<file path="config.mk">
export PLATFORM = sky130hd
export DESIGN_NAME = param_datapath
export DESIGN_NICKNAME = d
export VERILOG_FILES = /design/src/rtl/param_datapath.sv
export SDC_FILE = /design/constraint.sdc
export NUM_CORES = 2
export LEC_CHECK = 0
export ABC_AREA = 1
export CAP_MARGIN = 20
export CELL_PAD_IN_SITES_DETAIL_PLACEMENT = 1
export CELL_PAD_IN_SITES_GLOBAL_PLACEMENT = 1
export CORE_MARGIN = 2
export CORE_UTILIZATION = 30
export CTS_BUF_LIST = sky130_fd_sc_hd__clkbuf_8
export CTS_CLUSTER_SIZE = 28
export DETAILED_ROUTE_END_ITERATION = 10
export MAX_ROUTING_LAYER = met4
export PLACE_DENSITY_LB_ADDON = 0.2
export RECOVER_POWER = 100
export SYNTH_ARGS = -nofsm -noshare
export SYNTH_HDL_FRONTEND = slang
export SYNTH_SLANG_ARGS = --single-unit
</file>
<file path="constraint.sdc">
create_clock -name clock -period 4.2 [get_ports clock]
set_input_delay 0.63 -clock clock [delete_from_list [all_inputs] [get_ports clock]]
set_output_delay 0.63 -clock clock [all_outputs]
set_load 0.01 [all_outputs]
</file>
<file path="src/rtl/param_datapath.sv">
// -----------------------------------------------------------------------------
// param_datapath
//
// Parametrised register-file datapath with its own micro-step sequencer.
// One start pulse runs a complete three-register operation:
//   op 0 ADD  R[rc] <- R[ra] + R[rb]
//   op 1 SUB  R[rc] <- R[ra] - R[rb]
//   op 2 AND  R[rc] <- R[ra] & R[rb]
//   op 3 MFLO R[rc] <- LO
//   op 4 MUL  {HI,LO} <- R[ra] * R[rb]   (unsigned, iterative shift-add)
//   op 5 LD   R[rc] <- mem[R[ra] + R[rb]]
//   op 6 ST   mem[R[ra] + R[rb]] <- R[rc]
//   op 7 MFHI R[rc] <- HI
// R0 always reads as zero and writes to it are dropped.
//
// Ports
//   clock, clear      : rising-edge clock, asynchronous active-low reset
//   start, op, ra,
//   rb, rc            : operation request; sampled only in IDLE, then latched
//   busy, done, err   : status; done/err are single-cycle pulses
//   mem_*             : memory request/acknowledge interface
//   dbg_sel/dbg_data  : combinational register file peek
//   dbg_state         : current sequencer state
//
// Handshakes
//   start is a one-shot request: it is accepted on the first rising edge in
//   IDLE where it is high, and ignored in every other state (no queueing).
//   mem_rd / mem_wr are held high with mem_addr / mem_wdata stable until a
//   rising edge samples mem_ack high; the transfer completes on that edge.
//   If MEM_TIMEOUT request cycles pass without mem_ack the request is dropped
//   and the operation finishes with err. mem_ack outside MEM is ignored.
// -----------------------------------------------------------------------------
module param_datapath #(
   parameter int DATA_W      = 32,
   parameter int NUM_REGS    = 16,
   parameter int REG_AW      = 4,
   parameter int MEM_TIMEOUT = 15
) (
   input  logic              clock,
   input  logic              clear,
   input  logic              start,
   input  logic [2:0]        op,
   input  logic [REG_AW-1:0] ra,
   input  logic [REG_AW-1:0] rb,
   input  logic [REG_AW-1:0] rc,
   output logic              busy,
   output logic              done,
   output logic              err,
   output logic [DATA_W-1:0] mem_addr,
   output logic [DATA_W-1:0] mem_wdata,
   output logic              mem_rd,
   output logic              mem_wr,
   input  logic              mem_ack,
   input  logic [DATA_W-1:0] mem_rdata,
   input  logic [REG_AW-1:0] dbg_sel,
   output logic [DATA_W-1:0] dbg_data,
   output logic [2:0]        dbg_state
);

   localparam logic [2:0] OP_ADD  = 3'd0;
   localparam logic [2:0] OP_SUB  = 3'd1;
   localparam logic [2:0] OP_AND  = 3'd2;
   localparam logic [2:0] OP_MFLO = 3'd3;
   localparam logic [2:0] OP_MUL  = 3'd4;
   localparam logic [2:0] OP_LD   = 3'd5;
   localparam logic [2:0] OP_ST   = 3'd6;
   localparam logic [2:0] OP_MFHI = 3'd7;

   // Timeout counter holds 0..MEM_TIMEOUT-1; multiply step counter 0..DATA_W.
   localparam int TW = $clog2(MEM_TIMEOUT + 1);
   localparam int MW = $clog2(DATA_W + 1);

   typedef enum logic [2:0] {
      S_IDLE = 3'd0,
      S_LDY  = 3'd1,
      S_EXE  = 3'd2,
      S_MUL  = 3'd3,
      S_WB   = 3'd4,
      S_MAR  = 3'd5,
      S_MEM  = 3'd6,
      S_DONE = 3'd7
   } state_e;

   state_e              state_q, state_d;
   logic [2:0]          op_q, op_d;
   logic [REG_AW-1:0]   ra_q, ra_d;
   logic [REG_AW-1:0]   rb_q, rb_d;
   logic [REG_AW-1:0]   rc_q, rc_d;
   logic [DATA_W-1:0]   y_q, y_d;
   logic [2*DATA_W-1:0] z_q, z_d;
   logic [DATA_W-1:0]   hi_q, hi_d;
   logic [DATA_W-1:0]   lo_q, lo_d;
   logic [DATA_W-1:0]   mar_q, mar_d;
   logic [DATA_W-1:0]   mdr_q, mdr_d;
   logic [TW-1:0]       tcnt_q, tcnt_d;
   logic [MW-1:0]       mcnt_q, mcnt_d;
   logic                abort_q, abort_d;
   logic [DATA_W-1:0]   regs_q [NUM_REGS];
   logic [DATA_W-1:0]   regs_d [NUM_REGS];

   // Register file read ports; R0 is forced to zero at every read.
   logic [DATA_W-1:0] src_a, src_b, src_c;
   assign src_a    = (ra_q == '0)    ? '0 : regs_q[ra_q];
   assign src_b    = (rb_q == '0)    ? '0 : regs_q[rb_q];
   assign src_c    = (rc_q == '0)    ? '0 : regs_q[rc_q];
   assign dbg_data = (dbg_sel == '0) ? '0 : regs_q[dbg_sel];

   logic is_mem_op;
   assign is_mem_op = (op_q == OP_LD) || (op_q == OP_ST);

   // One shift-add step: Z holds {partial product, remaining multiplier}.
   // The low bit of Z selects whether Y is added into the upper half; the
   // carry out of that add becomes the new top bit after the right shift.
   logic [DATA_W:0] mul_sum;
   assign mul_sum = {1'b0, z_q[2*DATA_W-1:DATA_W]} + (z_q[0] ? {1'b0, y_q} : '0);

   logic mem_last;
   assign mem_last = (tcnt_q == TW'(MEM_TIMEOUT - 1));

   // ---------------------------------------------------------------------------
   // Sequencer: state register
   // ---------------------------------------------------------------------------
   always_ff @(posedge clock or negedge clear) begin
      if (!clear) begin
         state_q <= S_IDLE;
      end else begin
         state_q <= state_d;
      end
   end

   // ---------------------------------------------------------------------------
   // Sequencer: next-state logic
   // ---------------------------------------------------------------------------
   always_comb begin
      state_d = state_q;
      case (state_q)
         S_IDLE: if (start) state_d = S_LDY;
         S_LDY:  state_d = (op_q == OP_MUL) ? S_MUL : S_EXE;
         S_EXE:  state_d = is_mem_op ? S_MAR : S_WB;
         // Cycle with mcnt 0 loads the multiplier, cycles 1..DATA_W iterate.
         S_MUL:  if (mcnt_q == MW'(DATA_W)) state_d = S_WB;
         S_WB:   state_d = S_DONE;
         S_MAR:  state_d = S_MEM;
         S_MEM: begin
            // An ack on the final allowed cycle still wins over the timeout.
            if (mem_ack)       state_d = (op_q == OP_LD) ? S_WB : S_DONE;
            else if (mem_last) state_d = S_DONE;
         end
         S_DONE:  state_d = S_IDLE;
         default: state_d = S_IDLE;
      endcase
   end

   // ---------------------------------------------------------------------------
   // Sequencer: outputs (all decoded from state so reset clears them at once)
   // ---------------------------------------------------------------------------
   always_comb begin
      busy      = (state_q != S_IDLE);
      done      = (state_q == S_DONE);
      err       = (state_q == S_DONE) && abort_q;
      mem_rd    = (state_q == S_MEM) && (op_q == OP_LD);
      mem_wr    = (state_q == S_MEM) && (op_q == OP_ST);
      dbg_state = state_q;
   end

   assign mem_addr  = mar_q;
   assign mem_wdata = mdr_q;

   // ---------------------------------------------------------------------------
   // Datapath next-value logic
   // ---------------------------------------------------------------------------
   always_comb begin
      op_d    = op_q;
      ra_d    = ra_q;
      rb_d    = rb_q;
      rc_d    = rc_q;
      y_d     = y_q;
      z_d     = z_q;
      hi_d    = hi_q;
      lo_d    = lo_q;
      mar_d   = mar_q;
      mdr_d   = mdr_q;
      tcnt_d  = tcnt_q;
      mcnt_d  = mcnt_q;
      abort_d = abort_q;
      regs_d  = regs_q;

      case (state_q)
         S_IDLE: begin
            if (start) begin
               op_d    = op;
               ra_d    = ra;
               rb_d    = rb;
               rc_d    = rc;
               abort_d = 1'b0;
            end
         end

         S_LDY: begin
            y_d    = src_a;
            mcnt_d = '0;
         end

         S_EXE: begin
            // LD/ST reuse the adder for address generation.
            case (op_q)
               OP_SUB:  z_d = {{DATA_W{1'b0}}, y_q - src_b};
               OP_AND:  z_d = {{DATA_W{1'b0}}, y_q & src_b};
               OP_MFLO: z_d = {{DATA_W{1'b0}}, lo_q};
               OP_MFHI: z_d = {{DATA_W{1'b0}}, hi_q};
               default: z_d = {{DATA_W{1'b0}}, y_q + src_b};
            endcase
         end

         S_MUL: begin
            if (mcnt_q == '0) begin
               z_d = {{DATA_W{1'b0}}, src_b};
            end else begin
               z_d = {mul_sum, z_q[DATA_W-1:1]};
            end
            mcnt_d = mcnt_q + MW'(1);
         end

         S_MAR: begin
            mar_d  = z_q[DATA_W-1:0];
            tcnt_d = '0;
            if (op_q == OP_ST) mdr_d = src_c;
         end

         S_MEM: begin
            if (mem_ack) begin
               if (op_q == OP_LD) mdr_d = mem_rdata;
            end else begin
               tcnt_d = tcnt_q + TW'(1);
               if (mem_last) abort_d = 1'b1;
            end
         end

         S_WB: begin
            if (op_q == OP_MUL) begin
               hi_d = z_q[2*DATA_W-1:DATA_W];
               lo_d = z_q[DATA_W-1:0];
            end else if (rc_q != '0) begin
               regs_d[rc_q] = (op_q == OP_LD) ? mdr_q : z_q[DATA_W-1:0];
            end
         end

         default: ;
      endcase
   end

   // ---------------------------------------------------------------------------
   // Datapath registers
   // ---------------------------------------------------------------------------
   always_ff @(posedge clock or negedge clear) begin
      if (!clear) begin
         op_q    <= '0;
         ra_q    <= '0;
         rb_q    <= '0;
         rc_q    <= '0;
         y_q     <= '0;
         z_q     <= '0;
         hi_q    <= '0;
         lo_q    <= '0;
         mar_q   <= '0;
         mdr_q   <= '0;
         tcnt_q  <= '0;
         mcnt_q  <= '0;
         abort_q <= 1'b0;
         for (int i = 0; i < NUM_REGS; i++) regs_q[i] <= '0;
      end else begin
         op_q    <= op_d;
         ra_q    <= ra_d;
         rb_q    <= rb_d;
         rc_q    <= rc_d;
         y_q     <= y_d;
         z_q     <= z_d;
         hi_q    <= hi_d;
         lo_q    <= lo_d;
         mar_q   <= mar_d;
         mdr_q   <= mdr_d;
         tcnt_q  <= tcnt_d;
         mcnt_q  <= mcnt_d;
         abort_q <= abort_d;
         regs_q  <= regs_d;
      end
   end

endmodule

</file>
Yosys cells after proc, flatten, opt, wreduce, memory -nomap -nowiden
Index checks and enable logic that the tools add are counted.
- register bits after elaboration: 765
- output and inout bits: 104
- input port bits: 55
- logic and storage cells: 137
- reduce and logical (&&, ||, !) cells: 24
- bitwise logic cells: 6
- equality and inequality tests: 24
- mux-type cells: 43
- $lt $le $gt $ge: 5
- add/sub/neg operators: 5
- operators by type and width (kind ; count):
    2-to-1 mux 32 bit ; 18
    binary-select mux 32 bit (select 4 bit) ; 4
    bitwise mux 512 bit ; 1
    demux 32 bit (select 4 bit) ; 1
    one-hot mux 32 bit (4 select lines) ; 1
    one-hot mux 64 bit (2 select lines) ; 1
    2-to-1 mux 64 bit ; 1
    one-hot mux 32 bit (2 select lines) ; 1
    adder 32 x 32 -> 33 bit ; 1
    adder 32 bit ; 1
    bitwise AND 32 bit ; 1
    subtractor 32 bit ; 1
    == test 3 bit (second input constant) ; 8
    one-hot mux 3 bit (8 select lines) ; 1
    >= comparator 5 bit (second input constant) ; 4
    inverter 4 -> 5 bit ; 4
    zero test 4 bit ; 4
    inequality test 2 bit (second input constant) ; 7
    == test 3 x 2 -> 1 bit (second input constant) ; 4
    2-to-1 mux 3 bit ; 4
    one-hot mux 6 bit (2 select lines) ; 1
    one-hot mux 4 bit (2 select lines) ; 1
    AND reduction 4 bit ; 2
    nonzero test 2 bit ; 4
    20 further kinds ; 31

Logic depth before layout (Yosys ltp)
- word-level depth: 8
- depth in mapped cells: 39
- gate-level depth less buffers: 36

Least setup slack after synthesis
No wires, ideal clock.
- path type: register to register
- start point: register rb_q[0]
- end point: register z_q[30]
- library setup time: 0.078 ns
- buffers on the path: 3
- period minus slack after synthesis: 3.992 ns
- setup slack: 0.208 ns
- stages on the path, launching flop included: 34
- required time: 4.122 ns
- data arrival time: 3.915 ns
- cell sequence: dfrtp_1 buf_6 buf_6 buf_4 o21ai_0 nand2_1 nand2_1 nand2_1 inv_1 nand2_1 nand2_1 ha_1 inv_1 nor3_2 nand2_1 nor2_2 nand3_2 nor2_2 nand2_2 nand2_2 o21ai_2 xor2_1 inv_1 ha_1 nand2_1 nor3_1 nor3b_1 nand3_1 o21ai_0 xor2_1 nand2_1 nand3_1 a21oi_1 a21oi_1
- cells in the longest elaborated chain, start to end: 8
- elaborated cells between the ends (all ways): 12
- classes of those cells: add/sub: 2; mux: 7; bitwise: 2; reduce/logical: 1
- RTL lines (item ; line ; RTL):
    start: declaration ; 87 ; logic [REG_AW-1:0] rb_q, rb_d;
    start signal: assignment ; 274 ; rb_q <= rb_d;
    inverter 4 -> 5 bit (implied by the code) ; 104 ; assign src_b = (rb_q == '0) ? '0 : regs_q[rb_q];
    binary-select mux 32 bit (select 4 bit) ; 104 ;
    2-to-1 mux 32 bit (implied by the code) (2 in series) ; 104 ;
    2-to-1 mux 32 bit * ; 104 ;
    adder 32 bit (tied with other cells) ; 211 ; default: z_d = {{DATA_W{1'b0}}, y_q + src_b};
    one-hot mux 32 bit (4 select lines) ; 206 ; case (op_q)
    one-hot mux 64 bit (2 select lines) * ; 188 ; case (state_q)
    end signal: assignment ; 277 ; z_q <= z_d;
    end: declaration ; 90 ; logic [2*DATA_W-1:0] z_q, z_d;
Mark *: on every way between the ends. The rest lies on a longest branch, timed or not. The select of a mux whose other input is x is not followed.
A chain may end at the register's enable or synchronous reset.

Final worst setup path
- start point: register rb_q[0]
- end point: register z_q[26]
Same word-level chain as after synthesis.

==> results.toml <==
[hold_path]
min_path_cells = 3
hp-class = "in -> reg"
worstHoldStart = "rb[3]"
min_to = "rb_q[3]$_DFFE_PN0P_"

[finish]
layout-drive-gt1-share = 0.160
layout_commonest_cell = "nand2_1"
fill_cells = 21400
finish.utilization = 0.380
synthToLayoutAreaGrowth_pct = 26.4
final_area_um2 = 65100
most-common-layout-cells = "nand2_1, o21ai_0, inv_1, a21oi_1, dfrtp_1"
fin_nets = 8324

[global_routing]
grt_max_degree = 161
grt_pass1_vias = 60800
grt_pass1_wl_mm = 420
grt_overflow = 0
grt_antenna_before_repair = 10
track_usage = 0.334

[drt]
num_vias = 60400
routed_wl_mm = 289
drt-pass1-iter-count = 6
ant_nets = 0
avgViaCountPerCell = 5.73
drt_iter0_drc = 5892
drc = 0
avgRoutedWirePerCell_um = 27.4

[critical_path]
reg2regPathDepth = 28
cp.required_ns = 4.99
worstPathArrival_ns = 5.54
cp-end-kind = "flip-flop"
crit_buf_inv = 7
crit_path_top_delay_cell = "dfrtp_4"
cp_num_cells = 28
critPathMaxStageDelay_ns = 0.60
reg2reg_from = "rb_q[0]$_DFFE_PN0P_"
rrSetupSlack_ns = -0.55
reg2reg_to = "z_q[26]$_DFFE_PN0P_"
cp-start-kind = "flip-flop"
crit_family = "compound AO/OA/AOI/OAI gates"
cp_max_fo = 8
worstSetupPathType = "reg -> reg"

[synthesis]
syn_inst = 7650
syn-num-nets = 7776
synth_enable_flop_cells = 0
async_flop_share = 1.00
syn-cell-area_um2 = 51500
synth_top_flop_cell = "dfrtp_1"
ys_types = 57
syn_area_per_cell_um2 = 6.74
yosysSeqAreaShare = 0.371
ys_ff_latch = 765
ys_warn_count = 0

[floorplanning]
initial_core_util = 0.301
die_area_um2 = 175000
dieWidth_um = 418
die_h_um = 418
rows = 152
core_um2 = 171000
ios = 159

[run]
drv_cap = 8

[placement]
dpl.hpwl_mm = 189
portBuffers = 158
place_ws_ns = -1.02
place.gp.congestion = 0.942
dpl-instance-area_um2 = 60600

[timing]
timing_hold_violations_final = 0
hold_ws_ns = 0.260
setup_viol_count_final = 24
grt_setup_unrepaired = "true"
fin_skew_ns = 0.0680
finalWorstSetupSlack_ns = -0.551
post-route-period-util = 1.13
relSlewSlack = -0.689
drv_slew = 386
fmax_mhz = 210
worst_pin_slew_ns = 2.52
period_needed_ns = 4.75

[power]
p_sw_frac = 0.527
p_int_mw = 30.8
p_leak_nw = 29.5
pwr-share-comb = 0.688
powerDensity_nw_per_um2 = 1000
max-vdd-ir-drop_uv = 617
sequentialPowerShare = 0.190
clock_power_share = 0.122
p_switching_mw = 34.3

[clock_tree]
cts_tree = "done"
htreeDepth = 4
cts_sinks = 765
insertion_delay_ns = 0.94
cts_root_buffer = "clkbuf_8"
cts_inserted_buffers = 156
ctsLongestPathBuffers = 3
clk_pin_slew_ns = 0.06

[run_status]
violations = "capacitance limit, slew limit, setup timing"
status = "finished, violations left"
## how the worst max path moves through the flow
stage                        start                  end  slack (ns)
6_report       rb_q[0]$_DFFE_PN0P_  z_q[26]$_DFFE_PN0P_       -0.55
5_1_grt        rb_q[0]$_DFFE_PN0P_  z_q[30]$_DFFE_PN0P_       -0.74
4_1_cts        rb_q[0]$_DFFE_PN0P_  z_q[29]$_DFFE_PN0P_       -0.44
3_5_place_dp   rb_q[0]$_DFFE_PN0P_  z_q[26]$_DFFE_PN0P_       -1.02
3_3_place_gp   rb_q[0]$_DFFE_PN0P_  z_q[26]$_DFFE_PN0P_       -0.99
2_1_floorplan  rb_q[0]$_DFFE_PN0P_  z_q[30]$_DFFE_PN0P_        0.21
## flip-flops by register name (all words and copies together), names as in the netlist
name / flops
z_q: 64
ra_q: 4
mem_addr: 32
op_q: 3
abort_q: 1
mem_wdata: 32
rb_q: 4
rc_q: 4
mcnt_q: 6
dbg_state: 3
y_q: 32
hi_q: 32
regs_q: 512
tcnt_q: 4
lo_q: 32
## repair_timing
action	CTS	global route
buffers inserted	26	14
hold buffers	1	0
gates cloned	6	5
pin swaps	23	60
resized for setup	200	109
endpoints found under the hold margin	61	0
endpoints found under the setup margin	23	26
## metal layers
layer,routed length [um],share of wire,vias to the layer above,track usage
li1,-,-,26800,-
met1,122000,0.42,30300,0.428
met2,126000,0.44,2654,0.496
met5,0,0,-,-
met3,21200,0.073,687,0.0490
met4,19700,0.068,0,0.202
## worst reg2reg max path, delay by kind of cell (launching register included)
| family | cells | cell delay [ns] |
|---|---|---|
| buffers and inverters | 7 | 1.02 |
| XOR/XNOR | 1 | 0.15 |
| AO/OA/AOI/OAI | 11 | 1.57 |
| adder cells (fa/ha/maj) | 1 | 0.25 |
| AND/OR/NAND/NOR | 8 | 1.00 |
| flip-flops | 1 | 0.60 |
## power groups by stage
stage                     sequential (mW)  clock (mW)  combinational (mW)
after CTS                            12.3        8.15                42.8
after global routing                 12.7        8.46                47.8
after floorplan                      11.7           0                20.2
after detailed placement             12.4           0                40.1
after global placement               12.3           0                39.3
final                                12.4        7.97                44.8
## Yosys cell counts, types with 22 or more instances
cell type,number,share of area
inv_1,831,0.061
buf_4,22,0.0032
o211ai_1,50,0.0073
nand4_1,48,0.0058
nor2_1,162,0.012
clkbuf_1,481,0.035
a31oi_1,50,0.0061
a21oi_1,816,0.079
buf_2,55,0.0053
o21ai_1,48,0.0047
dfrtp_1,765,0.37
xor2_1,34,0.0058
nand2_1,1794,0.13
o21ai_0,1468,0.14
nand3_1,476,0.046
buf_1,48,0.0035
a22oi_1,68,0.0099
o22ai_1,133,0.016
o221ai_1,41,0.0070
ha_1,69,0.017
## through the flow
stage	setup TNS, ns	cells	total power, mW
global placement	-10.94	10200	51.6
floorplan	0	7650	31.9
CTS	-3.73	10500	63.2
finish	-7.82	10600	65.2
detailed placement	-12.09	10200	52.5
global route	-14.94	10500	69.0
## layout make-up
type / count / area, um2 / area share
Multi-Input combinational cell: 5424 / 27900 / 0.428
Antenna cell: 14 / 35.0 / 0.000538
Inverter: 839 / 3190 / 0.0491
Tap cell: 2233 / 2790 / 0.0429
Sequential cell: 765 / 19200 / 0.294
Timing Repair Buffer: 1012 / 9050 / 0.139
Clock inverter: 87 / 508 / 0.00780
Clock buffer: 182 / 2500 / 0.0385
## logic make-up (layout without fill, tap and decap cells)
kind of cell    count (synthesis)  in the layout  share of synthesized area
other cells                     0             14                          0
fa+ha+maj                      71             71                     0.0175
xor+xnor                       54             54                    0.00918
mux                             1              1                   0.000219
buf+inv                      1461           2120                      0.112
simple gates                 2527           2527                      0.201
flops                         765            765                      0.371
compound gates               2771           2771                      0.289
Power figures use the tool's default switching activity.
